## config.mk

```make
export PLATFORM = sky130hd
export DESIGN_NAME = dec_3to8_hold_flat
export DESIGN_NICKNAME = d
export VERILOG_FILES = /design/src/rtl/dec_3to8_hold_if.sv /design/src/rtl/dec_3to8_hold.sv /design/src/flat_wrapper.sv
export SDC_FILE = /design/constraint.sdc
export NUM_CORES = 1
export LEC_CHECK = 0
export CAP_MARGIN = 20
export CORE_UTILIZATION = 30
export DETAILED_ROUTE_END_ITERATION = 7
export GPL_TIMING_DRIVEN = 0
export PLACE_DENSITY = 0.54
export SLEW_MARGIN = 20
export SYNTH_ARGS = -nofsm -noshare
export SYNTH_HDL_FRONTEND = slang
export SYNTH_SLANG_ARGS = --single-unit
```

## constraint.sdc

```tcl
create_clock -name clk -period 2.6 [get_ports clk]
set_clock_uncertainty 0.15 [all_clocks]
set_input_delay 0.78 -clock clk [delete_from_list [all_inputs] [get_ports clk]]
set_output_delay 0.78 -clock clk [all_outputs]
set_load 0.02 [all_outputs]
```

## src/rtl/dec_3to8_hold_if.sv

```systemverilog
// Purpose : valid/ready handshake carrying a 3-bit code into dec_3to8_hold.
// Latency : n/a (wiring only).
// Backpressure: in_ready from the slave gates acceptance; a code is taken when in_valid & in_ready.
//
// Ports / signals:
//   in_valid  master -> slave  code on in_code is valid
//   in_code   master -> slave  3-bit index, bit 2 is the MSB
//   in_ready  slave -> master  slave accepts a code this cycle
interface dec_3to8_hold_if;
    logic       in_valid;
    logic [2:0] in_code;
    logic       in_ready;

    modport master (
        output in_valid,
        output in_code,
        input  in_ready
    );

    modport slave (
        input  in_valid,
        input  in_code,
        output in_ready
    );
endinterface

```

## src/rtl/dec_3to8_hold.sv

```systemverilog
// Purpose : sequential 3-to-8 one-hot decoder, holds each line HOLD_CYCLES then idles GAP_CYCLES.
// Latency : d valid the cycle after accept, held HOLD_CYCLES; ready again HOLD_CYCLES+GAP_CYCLES after accept.
// Backpressure: in_ready is high only in IDLE; codes offered while busy wait until the next IDLE cycle.
//
// Ports:
//   clk      rising-edge clock
//   rst_n    asynchronous active-low reset
//   in_if    slave side of the valid/ready code handshake
//   d        one-hot output, d[code] high while holding, otherwise 8'h00
//   done     high during the final hold cycle of each code
//   busy     high while holding or gapping
//   evt_cnt  accepted-code count, saturating at 16'hFFFF
module dec_3to8_hold #(
    parameter int HOLD_CYCLES = 4,   // 1..255
    parameter int GAP_CYCLES  = 1    // 0..255
) (
    input  logic                  clk,
    input  logic                  rst_n,
    dec_3to8_hold_if.slave        in_if,
    output logic [7:0]            d,
    output logic                  done,
    output logic                  busy,
    output logic [15:0]           evt_cnt
);

    typedef enum logic [1:0] {
        ST_IDLE = 2'd0,
        ST_HOLD = 2'd1,
        ST_GAP  = 2'd2
    } state_t;

    // Counter reload values; cnt counts down to zero, so a load of N-1
    // yields N cycles in the state.
    localparam logic [7:0] HOLD_LOAD = 8'(HOLD_CYCLES - 1);
    localparam logic [7:0] GAP_LOAD  = 8'(GAP_CYCLES - 1);

    state_t      state_q, state_nxt;
    logic [7:0]  cnt_q,   cnt_nxt;
    logic [7:0]  d_q,     d_nxt;
    logic [15:0] evt_cnt_q, evt_cnt_nxt;
    logic        accept;

    // Ready is a pure decode of the state register so no combinational
    // path exists from in_valid back to in_ready.
    assign in_if.in_ready = (state_q == ST_IDLE);
    assign accept         = in_if.in_valid && (state_q == ST_IDLE);

    always_ff @(posedge clk or negedge rst_n) begin
        if (!rst_n) begin
            state_q   <= ST_IDLE;
            cnt_q     <= 8'd0;
            d_q       <= 8'h00;
            evt_cnt_q <= 16'd0;
        end else begin
            state_q   <= state_nxt;
            cnt_q     <= cnt_nxt;
            d_q       <= d_nxt;
            evt_cnt_q <= evt_cnt_nxt;
        end
    end

    always_comb begin
        state_nxt   = state_q;
        cnt_nxt     = cnt_q;
        d_nxt       = d_q;
        evt_cnt_nxt = evt_cnt_q;

        case (state_q)
            ST_IDLE: begin
                d_nxt = 8'h00;
                if (accept) begin
                    d_nxt     = 8'h01 << in_if.in_code;
                    cnt_nxt   = HOLD_LOAD;
                    state_nxt = ST_HOLD;
                    if (evt_cnt_q != 16'hFFFF) begin
                        evt_cnt_nxt = evt_cnt_q + 16'd1;
                    end
                end
            end

            ST_HOLD: begin
                // in_code / in_valid are deliberately ignored here.
                if (cnt_q != 8'd0) begin
                    cnt_nxt = cnt_q - 8'd1;
                end else begin
                    d_nxt = 8'h00;
                    if (GAP_CYCLES == 0) begin
                        state_nxt = ST_IDLE;
                    end else begin
                        cnt_nxt   = GAP_LOAD;
                        state_nxt = ST_GAP;
                    end
                end
            end

            ST_GAP: begin
                d_nxt = 8'h00;
                if (cnt_q != 8'd0) begin
                    cnt_nxt = cnt_q - 8'd1;
                end else begin
                    state_nxt = ST_IDLE;
                end
            end

            default: begin
                state_nxt = ST_IDLE;
                cnt_nxt   = 8'd0;
                d_nxt     = 8'h00;
            end
        endcase
    end

    assign d       = d_q;
    assign done    = (state_q == ST_HOLD) && (cnt_q == 8'd0);
    assign busy    = (state_q != ST_IDLE);
    assign evt_cnt = evt_cnt_q;

endmodule

```

## src/flat_wrapper.sv

```systemverilog
// flat-port wrapper written by rule: the top's interface ports become plain ports
module dec_3to8_hold_flat 
#(
    parameter int HOLD_CYCLES = 4,            
    parameter int GAP_CYCLES  = 1             
)
  (clk, rst_n, d, done, busy, evt_cnt, in_if_in_valid, in_if_in_code, in_if_in_ready);
  dec_3to8_hold_if in_if_i ();
  input  logic clk;
  input  logic rst_n;
  output logic [7:0] d;
  output logic done;
  output logic busy;
  output logic [15:0] evt_cnt;
  input wire logic [$bits(in_if_i.in_valid)-1:0] in_if_in_valid;
  input wire logic [$bits(in_if_i.in_code)-1:0] in_if_in_code;
  output wire logic [$bits(in_if_i.in_ready)-1:0] in_if_in_ready;
  assign in_if_i.in_valid = in_if_in_valid;
  assign in_if_i.in_code = in_if_in_code;
  assign in_if_in_ready = in_if_i.in_ready;
  dec_3to8_hold #(.HOLD_CYCLES(HOLD_CYCLES), .GAP_CYCLES(GAP_CYCLES)) u_core (.clk(clk), .rst_n(rst_n), .in_if(in_if_i), .d(d), .done(done), .busy(busy), .evt_cnt(evt_cnt));
endmodule
```

==> results of run 1 <==
## power groups by stage
stage / logic [mW] / registers (mW) / clock network (mW)
6_report: 1.09 / 0.794 / 0.410
5_1_grt: 1.21 / 0.814 / 0.450
4_1_cts: 1.07 / 0.790 / 0.423
3_5_place_dp: 1.04 / 0.789 / 0
3_3_place_gp: 1.03 / 0.790 / 0
2_1_floorplan: 0.649 / 0.825 / 0
## routing by layer
layer	global-route usage, %	up-vias	routed length [µm]
met5	0	-	0
met4	5.56	0	36
met3	3.45	4	176
met2	22.5	31	1900
met1	19.0	714	1930
li1	-	739	-
## sequential cells by signal, indices dropped and copies added, names as in the netlist
register	flops
u_core.evt_cnt	16
u_core.state_q	2
u_core.cnt_q	8
u_core.d	8
## synth_stat cells, types with 4 or more instances
cell	n
inv_1	6
o21ai_0	9
a32o_1	4
dfrtp_1	34
xnor2_1	7
a21oi_1	10
nor2_1	11
nand3_1	8
nand2_1	9
and3_1	5
a31oi_1	4
nand4_1	8
## worst paths after layout
kind / startpoint / endpoint / slack [ps] / cells after the start
max reg2reg: u_core.cnt_q[0]$_DFFE_PN0P_ / u_core.cnt_q[6]$_DFFE_PN0P_ / 430 / 8
min: rst_n / u_core.evt_cnt[10]$_DFFE_PN0P_ / 190 / 1
min reg2reg: u_core.d[7]$_DFFE_PN0P_ / u_core.d[7]$_DFFE_PN0P_ / 340 / 2
max: u_core.cnt_q[1]$_DFFE_PN0P_ / done / 120 / 6
max in group asynchronous: rst_n / u_core.cnt_q[1]$_DFFE_PN0P_ / 1700 / 2
min in group clk: u_core.d[7]$_DFFE_PN0P_ / u_core.d[7]$_DFFE_PN0P_ / 340 / 2
## repair_timing
action	CTS	global route
setup buffers	3	1
pin swaps	1	1
gates resized for setup	7	8
setup endpoints to repair	2	3
## cells in the final DEF (no fill, tap or decap), types with 3 or more instances in the layout
master and count:
xnor2_1 7, a21oi_1 10, inv_1 5, a22o_1 3, nor2_1 10, buf_2 3
xor2_1 3, nor2b_1 3, o21ai_0 9, clkbuf_1 3, dfrtp_1 33, nand2_1 8
nand4_1 8, clkdlybuf4s50_1 29, and3_1 5, and4_1 3, a32o_1 4, clkbuf_8 6
nand3_1 8, buf_4 5, mux2i_1 3, a31oi_1 4, o21bai_1 3
## kinds of logic after synthesis
| logic type | Yosys count | share of synthesized area, % |
|---|---|---|
| adders and majority gates | 3 | 2.12 |
| muxes | 6 | 3.61 |
| AOI/OAI and AO/OA | 45 | 17.1 |
| DFF | 34 | 48.1 |
| buffers and inverters | 11 | 2.90 |
| xor gates and xnor gates | 10 | 4.95 |
| and+or+nand+nor | 64 | 21.2 |
## final cells by class
class                      count  area (µm²)  area share [%]
buffer                         5        28.8            1.23
clock buffer                   7        86.3            3.68
clock inverter                 1        5.00           0.213
inverter                       6        22.5           0.959
multi-input combinational    128         898            38.3
sequential                    34         852            36.3
tap                           72        90.1            3.84
timing repair buffer          37         365            15.6
## through the flow
| step | power [mW] | hold slack, ps | worst slack [ps] |
|---|---|---|---|
| after CTS | 2.28 | 189 | 27.7 |
| after detailed placement | 1.83 | 319 | -431 |
| after global routing | 2.47 | 191 | 26.9 |
| final | 2.30 | 191 | 117 |
| after global placement | 1.82 | 321 | -465 |
| after floorplan | 1.47 | 334 | 169 |
==> summary.txt, run 1 <==
Outcome
  – Status: complete, no violations

Floorplan
  – Die height: 78.8 µm
  – Initial core utilization: 31.5%
  – Core Region: 5610 µm²
  – Site row count: 27
  – IO Pins: 33
  – Die width: 78.8 µm
  – Full die area: 6200 µm²

Logic synthesis
  – Post-synth EDFFs: 0
  – Synth async-reset ratio: 100%
  – Syn nets: 182
  – Area leader, netlist: dfrtp_1
  – Sequential fraction of the synthesis area: 48.1%
  – Avg Cell Area, Syn: 10.2 µm²
  – Synth top area share: 48.1%
  – Cell area after synthesis: 1770 µm²
  – Cells after synthesis: 173
  – Yosys reg bits: 34
  – Ranking of synthesized cells by area: dfrtp_1 (48%), xnor2_1 (3.5%), a21oi_1 (2.8%)
  – Post-synth top flop: dfrtp_1
  – Yosys warnings: 0
  – Netlist cell types: 48

Drt
  – Final wirelength: 4040 µm
  – WL/cell: 13.9 µm
  – DRC: 0
  – Initial drt markers: 62
  – Vias/cell: 5.13
  – ANT nets after route: 0
  – Vias: 1488
  – DRT Pass-1 Iters: 4

Timing
  – Hold Fails Final Rpt: 0
  – Part of the cycle the worst path needs: 95.5%
  – Worst-Margin Slew: 438 ps
  – F_max: 0.403 GHz
  – Tmin final: 2480 ps
  – # setup viols final: 0
  – Setup_tns: 0 ps
  – Max Slew Vio Count: 0
  – RSZ-0062 raised after global routing: false
  – Slew margin rel.: 70.8%

Placed design
  – Final GP Congestion: 0.834
  – Cell Area, Placed: 2190 µm²
  – Final HPWL DP: 2830 µm
  – Post-Place Cells: 278
  – PortBufs: 32

Clock tree
  – H-tree depth: 2
  – CTS sink count: 34
  – Worst skew pair latency: 280 ps
  – CTS tree: yes
  – CTS buffer count: 5
  – Clock buffer depth: 2
  – Worst-path clk slew: 70 ps
  – Clock root buffer: clkbuf_8
  – Cts hold-fix bufs: 0

Finish
  – Final core occ: 41.9%
  – Final #Nets: 226
  – Post-route non-filler standard cell count: 290
  – Fill cells: 584
  – Synth-to-Final Area Change: 32.8%
  – Fraction of layout cells with a size suffix above 1: 13.3%
  – N_diodes: 0
  – Fin area: 2350 µm²

Job
  – Max Cap Viol: 0

Critical path
  – Worst Path Required: 1670 ps
  – Worst setup SP type: flip-flop
  – Worst Path Max Fanout: 5
  – Worst path slowest cell: dfrtp_2
  – Delay-heaviest family, CP: flip-flops
  – Critical Path Sink Type: primary output
  – CP Buf/Inv Count: 2
  – Arrival @ worst endpoint: 1550 ps
  – Cell Chain, Critical Path: inv_1 -> ha_2 -> nor3b_4 -> nand2_2 -> nor2_2 -> buf_4
  – Max stage delay on crit path: 440 ps
  – Type of the worst setup path: flip-flop to primary output

Power
  – Seq pwr share: 34.6%
  – Switching pwr: 0.945 mW
  – Clock share of power: 17.9%
  – PD cells: 977 nW/µm²
  – Max rail drop VDD: 0.317 mV
  – Internal cell power: 1.35 mW
  – Leak: 1.02 nW
  – Comb pwr share: 47.5%
  – Sw frac: 41.2%

Worst hold path
  – Worst Hold Class: input pin to async pin

GRT
  – First-pass GRT wire length: 6880 µm
  – GRT Resource Usage Total: 14.3%
  – Vias in the first global route: 1437
  – Congestion Overflow GR: 0
  – Largest net degree at the start of global routing: 28
  – Initial antenna violation count: 0
(Power assumes the default switching activity.)
==> run 2: changes to the inputs <==
--- a/config.mk
+++ b/config.mk
@@ -5,12 +5,14 @@
 export SDC_FILE = /design/constraint.sdc
 export NUM_CORES = 1
 export LEC_CHECK = 0
+export ABC_AREA = 1
 export CAP_MARGIN = 20
+export CORE_MARGIN = 3
 export CORE_UTILIZATION = 30
 export DETAILED_ROUTE_END_ITERATION = 7
 export GPL_TIMING_DRIVEN = 0
-export PLACE_DENSITY = 0.54
-export SLEW_MARGIN = 20
+export PLACE_DENSITY = 0.53
+export SLEW_MARGIN = 5
 export SYNTH_ARGS = -nofsm -noshare
 export SYNTH_HDL_FRONTEND = slang
 export SYNTH_SLANG_ARGS = --single-unit
==> summary.txt, run 2 <==
Outcome
  – Status: complete, no violations

Timing
  – RSZ-0062 raised after global routing: false
  – Hold Fails Final Rpt: 0 (unchanged)
  – Setup_tns: 0 ps (unchanged)
  – Worst Slack Setup Final: 109 ps (-7.86 ps)
  – Max Slew Vio Count: 0 (unchanged)
  – F_max: 0.401 GHz (-0.32%)
  – Tmin final: 2490 ps (+7.86 ps)
  – # setup viols final: 0 (unchanged)
  – Worst-Margin Slew: 778 ps (+340 ps)
  – Part of the cycle the worst path needs: 95.8% (+0.30 points)
  – Slew margin rel.: 48.1% (-23 points)

Floorplan
  – Site row count: 28 (+3.7%)
  – Die width: 87.3 µm (+11%)
  – IO Pins: 33 (unchanged)
  – Core Region: 6170 µm² (+10%)
  – Die height: 87.3 µm (+11%)
  – Initial core utilization: 32.1% (+0.60 points)
  – Full die area: 7610 µm² (+23%)

Power
  – Leak: 1.18 nW (+16%)
  – PnR Total Power: 0.955 mW (-58%)
  – Max rail drop VDD: 0.279 mV (-12%)
  – Clock share of power: 42.4% (+25 points)
  – Switching pwr: 0.206 mW (-78%)
  – Comb pwr share: 2.2% (-45 points)
  – Internal cell power: 0.749 mW (-45%)
  – PD cells: 379 nW/µm² (-61%)
  – Sw frac: 21.6% (-20 points)
  – Seq pwr share: 55.4% (+21 points)

Drt
  – WL/cell: 11.4 µm (-18%)
  – ANT nets after route: 0 (unchanged)
  – Vias: 1779 (+20%)
  – DRT Pass-1 Iters: 4 (unchanged)
  – Initial drt markers: 75 (+21%)
  – Final wirelength: 4510 µm (+12%)
  – Vias/cell: 4.50 (-12%)
  – DRC: 0 (unchanged)

Logic synthesis
  – Synth async-reset ratio: 100% (unchanged)
  – Sequential fraction of the synthesis area: 43.0% (-5.2 points)
  – Most common cell in the netlist: nand2_1
  – Commonest cells in the synthesized netlist: nand2_1 (107), dfrtp_1 (34), inv_1 (32), nor2_1 (27), nand3_1 (26)
  – Area leader, netlist: dfrtp_1
  – Yosys reg bits: 34 (unchanged)
  – Ranking of synthesized cells by area: dfrtp_1 (43%), nand2_1 (20%), nand3_1 (6.6%)
  – Post-synth EDFFs: 0 (unchanged)
  – Avg Cell Area, Syn: 7.15 µm² (-30%)
  – Netlist cell types: 22 (-54%)
  – Post-synth top flop: dfrtp_1
  – Cells after synthesis: 277 (+60%)
  – Cell area after synthesis: 1980 µm² (+12%)
  – Synth top area share: 43.0% (-5.2 points)
  – Syn nets: 286 (+57%)
  – Yosys warnings: 0 (unchanged)

Clock tree
  – CTS buffer count: 5 (unchanged)
  – Worst-path clk slew: 70 ps (about the same)
  – Clock root buffer: clkbuf_8
  – Worst skew pair latency: 280 ps (about the same)
  – CTS sink count: 34 (unchanged)
  – H-tree depth: 2 (unchanged)
  – CTS tree: yes
  – Clock buffer depth: 2 (unchanged)

GRT
  – Vias in the first global route: 1769 (+23%)
  – First-pass GRT wire length: 8110 µm (+18%)
  – Congestion Overflow GR: 0 (unchanged)
  – Initial antenna violation count: 0 (unchanged)
  – GRT Resource Usage Total: 13.2% (-1.2 points)
  – Largest net degree at the start of global routing: 35 (+25%)

Placed design
  – Final HPWL DP: 3270 µm (+15%)
  – Cell Area, Placed: 2390 µm² (+9.0%)
  – PortBufs: 32 (unchanged)
  – Final GP Congestion: 0.810 (-2.9%)
  – Worst slack, placed: -275 ps (+156 ps)

Critical path
  – Type of the worst setup path: flip-flop to primary output
  – Worst Path Required: 1670 ps (about the same)
  – Worst Path Max Fanout: 4 (-1)
  – Critical Path Sink Type: primary output
  – Arrival @ worst endpoint: 1560 ps (about the same)
  – Worst setup SP type: flip-flop
  – R2R setup slack: 650 ps (+220 ps)

Finish
  – N_diodes: 0 (unchanged)
  – Most frequent cells in the layout: nand2_1 (106), dfrtp_1 (34), inv_1 (31)
  – Fin area: 2520 µm² (+7.2%)
  – Fill cells: 649 (+11%)
  – Leading cell type in the layout, fill and taps excluded: nand2_1
  – Synth-to-Final Area Change: 27.1%
  – Final #Nets: 328 (+45%)
  – Max reg flops: 16 (unchanged)
  – Fraction of layout cells with a size suffix above 1: 9.06% (-4.2 points)

Worst hold path
  – Worst Hold Class: flip-flop to flip-flop

Job
  – Max Cap Viol: 0 (unchanged)
==> run 2: changes by cell type in the layout (fill, tap and decap cells not counted), moves of 5 or more <==
cell | before | now
nand2_1 | 8 | 106
inv_1 | 5 | 31
nand3_1 | 8 | 26
nor2_1 | 10 | 26
a21oi_1 | 10 | 0
and3_1 | 5 | 0
==> run 2: critical path: stages, from the launching register on <==
cell and delay, ps:
dfrtp_1 450, nor2_2 180, inv_1 100, clkdlybuf4s50_1 540
==> run 2: metal layers <==
metal  wire, µm  track usage, %
met1       2400            19.6
met2       1860            19.2
met3        205            3.69
met4         34            2.09
met5          0               0
==> run 2: metrics by stage <==
stage	hold slack, ps	utilization, %	instances
final	362	40.8	395
after global routing	386	40.8	395
after CTS	369	40.3	392
after detailed placement	351	38.8	384
after global placement	341	38.8	384
after floorplan	321	-	277
==> run 2: cell families after synthesis <==
kind of cell    share of synthesized area [%]
simple gates                             38.6
buf+inv                                  7.96
flops                                    43.0
xor+xnor                                 5.31
compound gates                           3.29
fa+ha+maj                                1.90
==> run 2: worst paths after layout <==
| check | startpoint | depth (start not counted) | end |
|---|---|---|---|
| worst max-delay path | u_core.state_q[1]$_DFFE_PN0P_ | 3 | busy |
| worst max register to register | u_core.cnt_q[0]$_DFFE_PN0P_ | 11 | u_core.cnt_q[7]$_DFFE_PN0P_ |
| worst min-delay path | u_core.d[1]$_DFFE_PN0P_ | 2 | u_core.d[1]$_DFFE_PN0P_ |
| min in group asynchronous | rst_n | 1 | u_core.state_q[1]$_DFFE_PN0P_ |
| worst min register to register | u_core.d[1]$_DFFE_PN0P_ | 2 | u_core.d[1]$_DFFE_PN0P_ |
| max in group asynchronous | rst_n | 1 | u_core.evt_cnt[9]$_DFFE_PN0P_ |
==> run 2: area by class of cell <==
| cell class | count | area, µm² | share of cell area, % |
|---|---|---|---|
| multi-input combinational | 206 | 988 | 39.3 |
| sequential | 34 | 851 | 33.8 |
| clock inverter | 1 | 5.00 | 0.199 |
| timing repair buffer | 35 | 335 | 13.3 |
| tap | 75 | 93.8 | 3.73 |
| clock buffer | 7 | 86.3 | 3.43 |
| buffer | 4 | 31.3 | 1.24 |
| inverter | 33 | 126 | 5.02 |
==> run 2: power groups by stage <==
stage                     combinational [mW]  clock, mW  sequential, mW
after floorplan                      0.00224          0           0.539
after global placement                0.0232          0           0.539
after detailed placement              0.0221          0           0.539
after CTS                             0.0223      0.425           0.528
after global routing                  0.0250      0.443           0.528
final                                 0.0208      0.405           0.529
==> run 2: what timing repair did <==
action | CTS | global route
setup endpoints to repair | 1 | 1
buffers inserted | 0 | 3
pin swaps | 0 | 1
hold buffers | 0 | 0
endpoints found under the hold margin | 0 | 0
gates resized for setup | 8 | 3
